**config.mk**
```make
export PLATFORM = sky130hd
export DESIGN_NAME = sbox_arbiter
export DESIGN_NICKNAME = d
export VERILOG_FILES = /design/src/rtl/aes_pkg.sv /design/src/rtl/sbox_word.sv /design/src/rtl/sbox_arbiter.sv
export SDC_FILE = /design/constraint.sdc
export NUM_CORES = 1
export LEC_CHECK = 0
export CAP_MARGIN = 10
export CORE_ASPECT_RATIO = 1.5
export CORE_MARGIN = 2
export CORE_UTILIZATION = 27
export DETAILED_ROUTE_END_ITERATION = 12
export PLACE_DENSITY_LB_ADDON = 0.05
export SKIP_CTS_REPAIR_TIMING = 1
export SYNTH_ARGS = -nofsm -noshare
export SYNTH_HDL_FRONTEND = slang
export SYNTH_SLANG_ARGS = --single-unit
```
**constraint.sdc**
```tcl
create_clock -name clk -period 8.1 [get_ports clk]
set_input_delay 1.62 -clock clk [delete_from_list [all_inputs] [get_ports clk]]
set_output_delay 1.62 -clock clk [all_outputs]
set_load 0.05 [all_outputs]
```
**src/rtl/aes_pkg.sv**
```systemverilog
// Shared AES definitions: datapath widths, arbiter FSM state type and the
// forward S-box table used by the substitution lane.
package aes_pkg;

    localparam int STATE_W = 128;
    localparam int WORD_W  = 32;

    typedef enum logic [1:0] {
        IDLE = 2'd0,
        BUSY = 2'd1,
        DONE = 2'd2
    } arb_state_t;

    localparam logic [7:0] SBOX [256] = '{
        8'h63, 8'h7c, 8'h77, 8'h7b, 8'hf2, 8'h6b, 8'h6f, 8'hc5, 8'h30, 8'h01, 8'h67, 8'h2b, 8'hfe, 8'hd7, 8'hab, 8'h76,
        8'hca, 8'h82, 8'hc9, 8'h7d, 8'hfa, 8'h59, 8'h47, 8'hf0, 8'had, 8'hd4, 8'ha2, 8'haf, 8'h9c, 8'ha4, 8'h72, 8'hc0,
        8'hb7, 8'hfd, 8'h93, 8'h26, 8'h36, 8'h3f, 8'hf7, 8'hcc, 8'h34, 8'ha5, 8'he5, 8'hf1, 8'h71, 8'hd8, 8'h31, 8'h15,
        8'h04, 8'hc7, 8'h23, 8'hc3, 8'h18, 8'h96, 8'h05, 8'h9a, 8'h07, 8'h12, 8'h80, 8'he2, 8'heb, 8'h27, 8'hb2, 8'h75,
        8'h09, 8'h83, 8'h2c, 8'h1a, 8'h1b, 8'h6e, 8'h5a, 8'ha0, 8'h52, 8'h3b, 8'hd6, 8'hb3, 8'h29, 8'he3, 8'h2f, 8'h84,
        8'h53, 8'hd1, 8'h00, 8'hed, 8'h20, 8'hfc, 8'hb1, 8'h5b, 8'h6a, 8'hcb, 8'hbe, 8'h39, 8'h4a, 8'h4c, 8'h58, 8'hcf,
        8'hd0, 8'hef, 8'haa, 8'hfb, 8'h43, 8'h4d, 8'h33, 8'h85, 8'h45, 8'hf9, 8'h02, 8'h7f, 8'h50, 8'h3c, 8'h9f, 8'ha8,
        8'h51, 8'ha3, 8'h40, 8'h8f, 8'h92, 8'h9d, 8'h38, 8'hf5, 8'hbc, 8'hb6, 8'hda, 8'h21, 8'h10, 8'hff, 8'hf3, 8'hd2,
        8'hcd, 8'h0c, 8'h13, 8'hec, 8'h5f, 8'h97, 8'h44, 8'h17, 8'hc4, 8'ha7, 8'h7e, 8'h3d, 8'h64, 8'h5d, 8'h19, 8'h73,
        8'h60, 8'h81, 8'h4f, 8'hdc, 8'h22, 8'h2a, 8'h90, 8'h88, 8'h46, 8'hee, 8'hb8, 8'h14, 8'hde, 8'h5e, 8'h0b, 8'hdb,
        8'he0, 8'h32, 8'h3a, 8'h0a, 8'h49, 8'h06, 8'h24, 8'h5c, 8'hc2, 8'hd3, 8'hac, 8'h62, 8'h91, 8'h95, 8'he4, 8'h79,
        8'he7, 8'hc8, 8'h37, 8'h6d, 8'h8d, 8'hd5, 8'h4e, 8'ha9, 8'h6c, 8'h56, 8'hf4, 8'hea, 8'h65, 8'h7a, 8'hae, 8'h08,
        8'hba, 8'h78, 8'h25, 8'h2e, 8'h1c, 8'ha6, 8'hb4, 8'hc6, 8'he8, 8'hdd, 8'h74, 8'h1f, 8'h4b, 8'hbd, 8'h8b, 8'h8a,
        8'h70, 8'h3e, 8'hb5, 8'h66, 8'h48, 8'h03, 8'hf6, 8'h0e, 8'h61, 8'h35, 8'h57, 8'hb9, 8'h86, 8'hc1, 8'h1d, 8'h9e,
        8'he1, 8'hf8, 8'h98, 8'h11, 8'h69, 8'hd9, 8'h8e, 8'h94, 8'h9b, 8'h1e, 8'h87, 8'he9, 8'hce, 8'h55, 8'h28, 8'hdf,
        8'h8c, 8'ha1, 8'h89, 8'h0d, 8'hbf, 8'he6, 8'h42, 8'h68, 8'h41, 8'h99, 8'h2d, 8'h0f, 8'hb0, 8'h54, 8'hbb, 8'h16
    };

    function automatic logic [7:0] sbox_lookup(input logic [7:0] b);
        return SBOX[b];
    endfunction

endpackage

```
**src/rtl/sbox_word.sv**
```systemverilog
// One 32-bit substitution lane: four independent combinational S-box lookups.
module sbox_word
    import aes_pkg::*;
(
    input  logic [WORD_W-1:0] word_in,
    output logic [WORD_W-1:0] word_out
);

    genvar gi;
    generate
        for (gi = 0; gi < WORD_W / 8; gi++) begin : g_byte
            assign word_out[8*gi +: 8] = sbox_lookup(word_in[8*gi +: 8]);
        end
    endgenerate

endmodule

```
**src/rtl/sbox_arbiter.sv**
```systemverilog
// Shares one S-box lane between a column-serial SubBytes state path and a
// single-cycle key-schedule SubWord path; ks requests win except back-to-back in BUSY.
module sbox_arbiter
    import aes_pkg::*;
(
    input  logic               clk,
    input  logic               rst_n,
    input  logic               st_valid,
    input  logic [STATE_W-1:0] st_data,
    output logic               st_ready,
    output logic               st_out_valid,
    output logic [STATE_W-1:0] st_out_data,
    input  logic               st_out_ready,
    input  logic               ks_valid,
    input  logic [WORD_W-1:0]  ks_word,
    output logic               ks_ready,
    output logic               ks_out_valid,
    output logic [WORD_W-1:0]  ks_out_word
);

    arb_state_t         state_reg;
    logic [1:0]         beat_reg;
    logic               alt_reg;
    logic [STATE_W-1:0] in_buf_reg;
    logic [STATE_W-1:0] out_buf_reg;
    logic               ks_out_valid_reg;
    logic [WORD_W-1:0]  ks_out_word_reg;

    logic               ks_grant;
    logic [6:0]         col_lsb;
    logic [WORD_W-1:0]  lane_in;
    logic [WORD_W-1:0]  lane_out;

    assign st_ready     = (state_reg == IDLE);
    // A ks grant in BUSY blocks the next ks request so the state beat gets the lane.
    assign ks_ready     = !((state_reg == BUSY) && alt_reg);
    assign ks_grant     = ks_valid && ks_ready;
    assign st_out_valid = (state_reg == DONE);
    assign st_out_data  = out_buf_reg;
    assign ks_out_valid = ks_out_valid_reg;
    assign ks_out_word  = ks_out_word_reg;

    // Beat 0 is the most significant column, so the LSB is (3 - beat) * 32.
    assign col_lsb = {~beat_reg, 5'd0};
    assign lane_in = ks_grant ? ks_word : in_buf_reg[col_lsb +: WORD_W];

    sbox_word u_lane (
        .word_in  (lane_in),
        .word_out (lane_out)
    );

    always_ff @(posedge clk or negedge rst_n) begin
        if (!rst_n) begin
            state_reg        <= IDLE;
            beat_reg         <= 2'd0;
            alt_reg          <= 1'b0;
            in_buf_reg       <= '0;
            out_buf_reg      <= '0;
            ks_out_valid_reg <= 1'b0;
            ks_out_word_reg  <= '0;
        end else begin
            ks_out_valid_reg <= ks_grant;
            if (ks_grant) begin
                ks_out_word_reg <= lane_out;
            end
            alt_reg <= (state_reg == BUSY) && ks_grant;

            case (state_reg)
                IDLE: begin
                    if (st_valid) begin
                        in_buf_reg <= st_data;
                        beat_reg   <= 2'd0;
                        state_reg  <= BUSY;
                    end
                end
                BUSY: begin
                    if (!ks_grant) begin
                        out_buf_reg[col_lsb +: WORD_W] <= lane_out;
                        beat_reg <= beat_reg + 2'd1;
                        if (beat_reg == 2'd3) begin
                            state_reg <= DONE;
                        end
                    end
                end
                DONE: begin
                    if (st_out_ready) begin
                        state_reg <= IDLE;
                    end
                end
                default: state_reg <= IDLE;
            endcase
        end
    end

endmodule

```
==> out/results.txt, run 1 <==
Status - completed
Core area - 0.0984 mm²
I/O pins - 329
Clk root buf - clkbuf_16
Max incr delay on CP - 870 ps
First-pass GRT wire length - 244,000 µm
Critical R2R Launch - beat_reg[0]
Hold crit path type - reg2reg
Routability Congestion - 1.04
Die height - 390 µm
Row Count - 141
Syn avg cell area - 7.68 µm²
DRT iter0 DRCs - 4,669
DR WL/cell - 34.9 µm
Max Slew Vio Count - 0
Detailed Place HPWL - 124,000 µm
Starting density of the core - 27.2%
Critical Path Fanout Max - 33
Cells after Synth - 3,486
First-pass DRT Iterations - 8
Number of CTS-inserted buffers - 36
Slowest stage cell on the critical path - nor4b_2
Die X - 261 µm
Setup crit end kind - register
Port Buffers - 328
Post-route antenna net violation count - 0
Startpoint type of the worst setup path - input port
Synthesized Nets - 3,706
Slew margin rel. - 8.86%
Fin crit share - 78.9%
DRC Markers - 0
Netlist cell types - 121
Placed Area - 0.0310 mm²
Post-synth EDFFs - 0
Clk slew on worst S/H paths - 60 ps
Synth Register Bits - 294
Clock Path Buffers - 3
Buffer and inverter count on the worst path - 4
Most numerous cell in the Yosys netlist - nand2_1
Worst EP required - 8510 ps
Dominant cell type by area after synthesis - dfrtp_1
Tightest Pin Transition - 1350 ps
Final Hold Viols - 0
Fmax - 156 MHz
Kind of critical path - in2reg
Cell family with most CP delay - simple AND/OR/NAND/NOR gates
CP Data Arrival Time - 6800 ps
Synthesis-to-layout area growth - 20.3%
WL final - 173,000 µm
Post-route cell area - 0.0322 mm²
Max-Cap Viols - 0
Synth Cell Area - 0.0268 mm²
Crit-path most repeated cell - buf_4
Area share of the largest cell type after synthesis - 27.5%
RSZ-0062 raised after global routing - no
Total die area - 0.102 mm²
Clock sink count - 294
Min Tclk post-route - 6390 ps
Largest net degree at the start of global routing - 133
Ys async rst share - 100%
Top cells by area, synth - dfrtp_1 27%, nand2_1 10%, o21ai_0 4.8%
R2R Setup Slk - 1920 ps
Final nets - 3,856
GRT Overall Usage - 33.0%
Crit path launch - ks_valid
Main flop type after synthesis - dfrtp_1
R2R cell count - 12
Crit path capture - st_out_data[70]
Via Count - 32.3k
Worst skew pair latency - 600 ps
# setup viols final - 0
Skew final - 49.5 ps
Crit path cell chain - buf_4, buf_4, and3_1, a21o_1, buf_4, ha_1, inv_1, nor3_4, nor3b_1, o31ai_1, a2111oi_0, nor4b_2, o21ai_0
Worst path depth - 13
Initial antenna violation count - 7
Synth top cells by count - 711 x nand2_1, 294 x dfrtp_1, 258 x o21ai_0
Grt total ovfl - 0
Worst r2r dst - st_out_data[70]
DR vias/cell - 6.52
Sequential share of the synthesized area - 27.5%
CTS tree - done
H-tree depth - 2
YS warnings - 0
Vias in the first global route - 31.5k
Setup total negative slack - 0 ps
Proportion of layout cells with a drive suffix above 1 - 10.9%
[cells by family after synthesis]
logic type / synth area share, %
XOR/XNOR: 0.262
AND/OR/NAND/NOR: 22.9
flip-flops: 27.5
multiplexers: 3.98
AO/OA/AOI/OAI: 35.6
adder cells (fa/ha/maj): 2.57
buffers and inverters: 7.19
[cell usage in the layout, fill, tap and decap left out, drive strengths merged, types with 56 or more instances in the layout]
master and n:
nor3 111, nand3 159, buf 130, o22ai 56, a21oi 234, clkdlybuf4s50 326
o211ai 78, a31oi 71, nand2 722, o21ai 349, a211oi 82, dfrtp 294
nor2 176
[layer usage]
| metal | track usage (%) | part of all wire (%) | wire length, µm |
|---|---|---|---|
| met3 | 7.24 | 9.4 | 16200 |
| met5 | 0 | 0.031 | 54 |
| met1 | 37.7 | 35 | 61000 |
| met4 | 21.4 | 8.2 | 14100 |
| met2 | 55.2 | 47 | 81500 |
[worst register-to-register path: stages, from the launching register on]
cell	delay (ps)
dfrtp_2	740
buf_4	420
mux4_2	680
a21boi_1	210
nor2_2	440
ha_1	470
inv_1	280
nor3_4	660
nor3b_1	140
o31ai_1	630
a2111oi_0	280
nor4b_2	870
o21ai_0	210
[layout make-up]
type | count | area [µm²]
Antenna cell | 3 | 7.51
Clock buffer | 51 | 1040
Clock inverter | 15 | 171
Fill cell | 10500 | 66300
Inverter | 39 | 150
Multi-Input combinational cell | 2808 | 17600
Sequential cell | 294 | 7360
Tap cell | 1287 | 1610
Timing Repair Buffer | 457 | 4290
[through the flow]
step | utilization (%) | hold WS (ps) | std cells | worst slack [ps]
after floorplan | - | 440 | 3486 | 3100
after global placement | 31.4 | 454 | 4882 | 1080
after detailed placement | 31.4 | 458 | 4883 | 1260
after CTS | 32.7 | 475 | 4949 | 1870
after global routing | 32.7 | 490 | 4952 | 1690
final | 32.7 | 467 | 4954 | 1710
[how the worst min path moves through the flow]
| stage | startpoint | endpoint | slack, ps | cells after the start |
|---|---|---|---|---|
| floorplan | in_buf_reg[32] | in_buf_reg[32] | 440 | 2 |
| global placement | in_buf_reg[7] | in_buf_reg[7] | 450 | 2 |
| detailed placement | in_buf_reg[74] | in_buf_reg[74] | 460 | 2 |
| CTS | in_buf_reg[74] | in_buf_reg[74] | 470 | 2 |
| global route | in_buf_reg[126] | in_buf_reg[126] | 490 | 2 |
| finish | in_buf_reg[78] | in_buf_reg[78] | 470 | 2 |
Power of run 1 is not shown: default switching activity piles up to over one toggle a cycle in this logic, so the estimate is an artifact.
==> run 2: changes to the inputs <==
==> constraint.sdc (replaced) <==
create_clock -name clk -period 6.3 [get_ports clk]
set_input_delay 1.26 -clock clk [delete_from_list [all_inputs] [get_ports clk]]
set_output_delay 1.26 -clock clk [all_outputs]
set_load 0.05 [all_outputs]
==> out/results.txt, run 2 (synthesized netlist as in run 1, its figures left out) <==
Skew final - 41.2 ps
# setup viols final - 0
Detailed Place HPWL - 129,000 µm
Number of CTS-inserted buffers - 36
Final Util - 33.3%
Most frequent cells in the layout - 710 x nand2_1, 326 x clkdlybuf4s50_1, 292 x dfrtp_1
Vias in the first global route - 32.3k
Clk slew on worst S/H paths - 60 ps
Setup total negative slack - 0 ps
Fmax - 185 MHz
Final nets - 3,938
Crit path cell chain - mux4_2, a21boi_1, nor2_2, inv_1, buf_4, ha_1, inv_1, nand3_1, nor2_1, a2111oi_0, o21ai_0, a32oi_1, nor4b_2, o21ai_0
RSZ-0062 raised after global routing - no
Post-route cell area - 0.0328 mm²
Initial antenna violation count - 5
First-pass GRT wire length - 248,000 µm
Port Buffers - 328
Placed Area - 0.0316 mm²
DR vias/cell - 6.54
Max-Cap Viols - 0
I/O pins - 329
Max incr delay on CP - 940 ps
Row Count - 141
Largest net degree at the start of global routing - 115
Post-route antenna net violation count - 0
Tightest Pin Transition - 1230 ps
Total die area - 0.102 mm²
GRT Overall Usage - 33.6%
Commonest non-fill, non-tap cell in the layout - nand2_1
Proportion of layout cells with a drive suffix above 1 - 12.7%
Starting density of the core - 27.2%
Final Hold Viols - 0
Kind of critical path - reg2reg
Die X - 261 µm
Core area - 0.0984 mm²
Setup crit end kind - register
Synthesis-to-layout area growth - 22.6%
CP Data Arrival Time - 5830 ps
H-tree depth - 2
Critical Path Fanout Max - 28
Slowest stage cell on the critical path - dfrtp_2
Via Count - 32.9k
First-pass DRT Iterations - 7
Max Slew Vio Count - 0
Slew margin rel. - 16.8%
Clock sink count - 294
Buffer and inverter count on the worst path - 3
Startpoint type of the worst setup path - register
CTS tree - done
Status - completed
Setup WS post-layout - 886 ps
Fin crit share - 85.9%
Cell family with most CP delay - simple AND/OR/NAND/NOR gates
DRC Markers - 0
DR WL/cell - 35.1 µm
Routability Congestion - 1.03
WL final - 177,000 µm
Die height - 390 µm
Worst EP required - 6720 ps
Clk root buf - clkbuf_16
Hold crit path type - reg2reg
Worst slack, placed - 610 ps
Grt total ovfl - 0
Clock Path Buffers - 3
DRT iter0 DRCs - 4,686
Min Tclk post-route - 5410 ps
Worst skew pair latency - 580 ps
## run 2: layer usage
metal / wire, µm / global-route usage, % / vias to the layer above
li1: - / - / 13600
met1: 62600 / 38.8 / 16000
met2: 83400 / 56.4 / 2564
met3: 15800 / 6.47 / 755
met4: 14800 / 22.0 / 6
met5: 73 / 0.390 / -
## run 2: worst reg2reg max path: stages (launching register included)
cell	delay, ps
dfrtp_2	940
mux4_2	570
a21boi_1	210
nor2_2	260
inv_1	120
buf_4	210
ha_1	240
inv_1	290
nand3_1	540
nor2_1	230
a2111oi_0	90
o21ai_0	320
a32oi_1	180
nor4b_2	860
o21ai_0	210
## run 2: area by class of cell
type / count / area (µm²)
Clock buffer: 51 / 1030
Antenna cell: 2 / 5.00
Tap cell: 1287 / 1610
Sequential cell: 294 / 7360
Clock inverter: 11 / 154
Fill cell: 10500 / 65600
Multi-Input combinational cell: 2808 / 17500
Timing Repair Buffer: 539 / 4970
Inverter: 39 / 150
## run 2: path summary, 6_finish.rpt
path,start,endpoint,slack (ps),depth (start not counted)
worst max-delay path,beat_reg[1],st_out_data[38],890,14
worst min-delay path,in_buf_reg[32],in_buf_reg[32],460,2
worst max register to register,beat_reg[1],st_out_data[38],890,14
worst min register to register,in_buf_reg[32],in_buf_reg[32],460,2
max in group asynchronous,rst_n,in_buf_reg[3],4370,2
min in group asynchronous,rst_n,in_buf_reg[14],740,1
## run 2: per-stage QoR
step / hold WS, ps / instances
after floorplan: 440 / 3486
after global placement: 454 / 4966
after detailed placement: 458 / 4966
after CTS: 472 / 5028
after global routing: 493 / 5031
final: 465 / 5031
Power of run 2 is left out for the same reason.
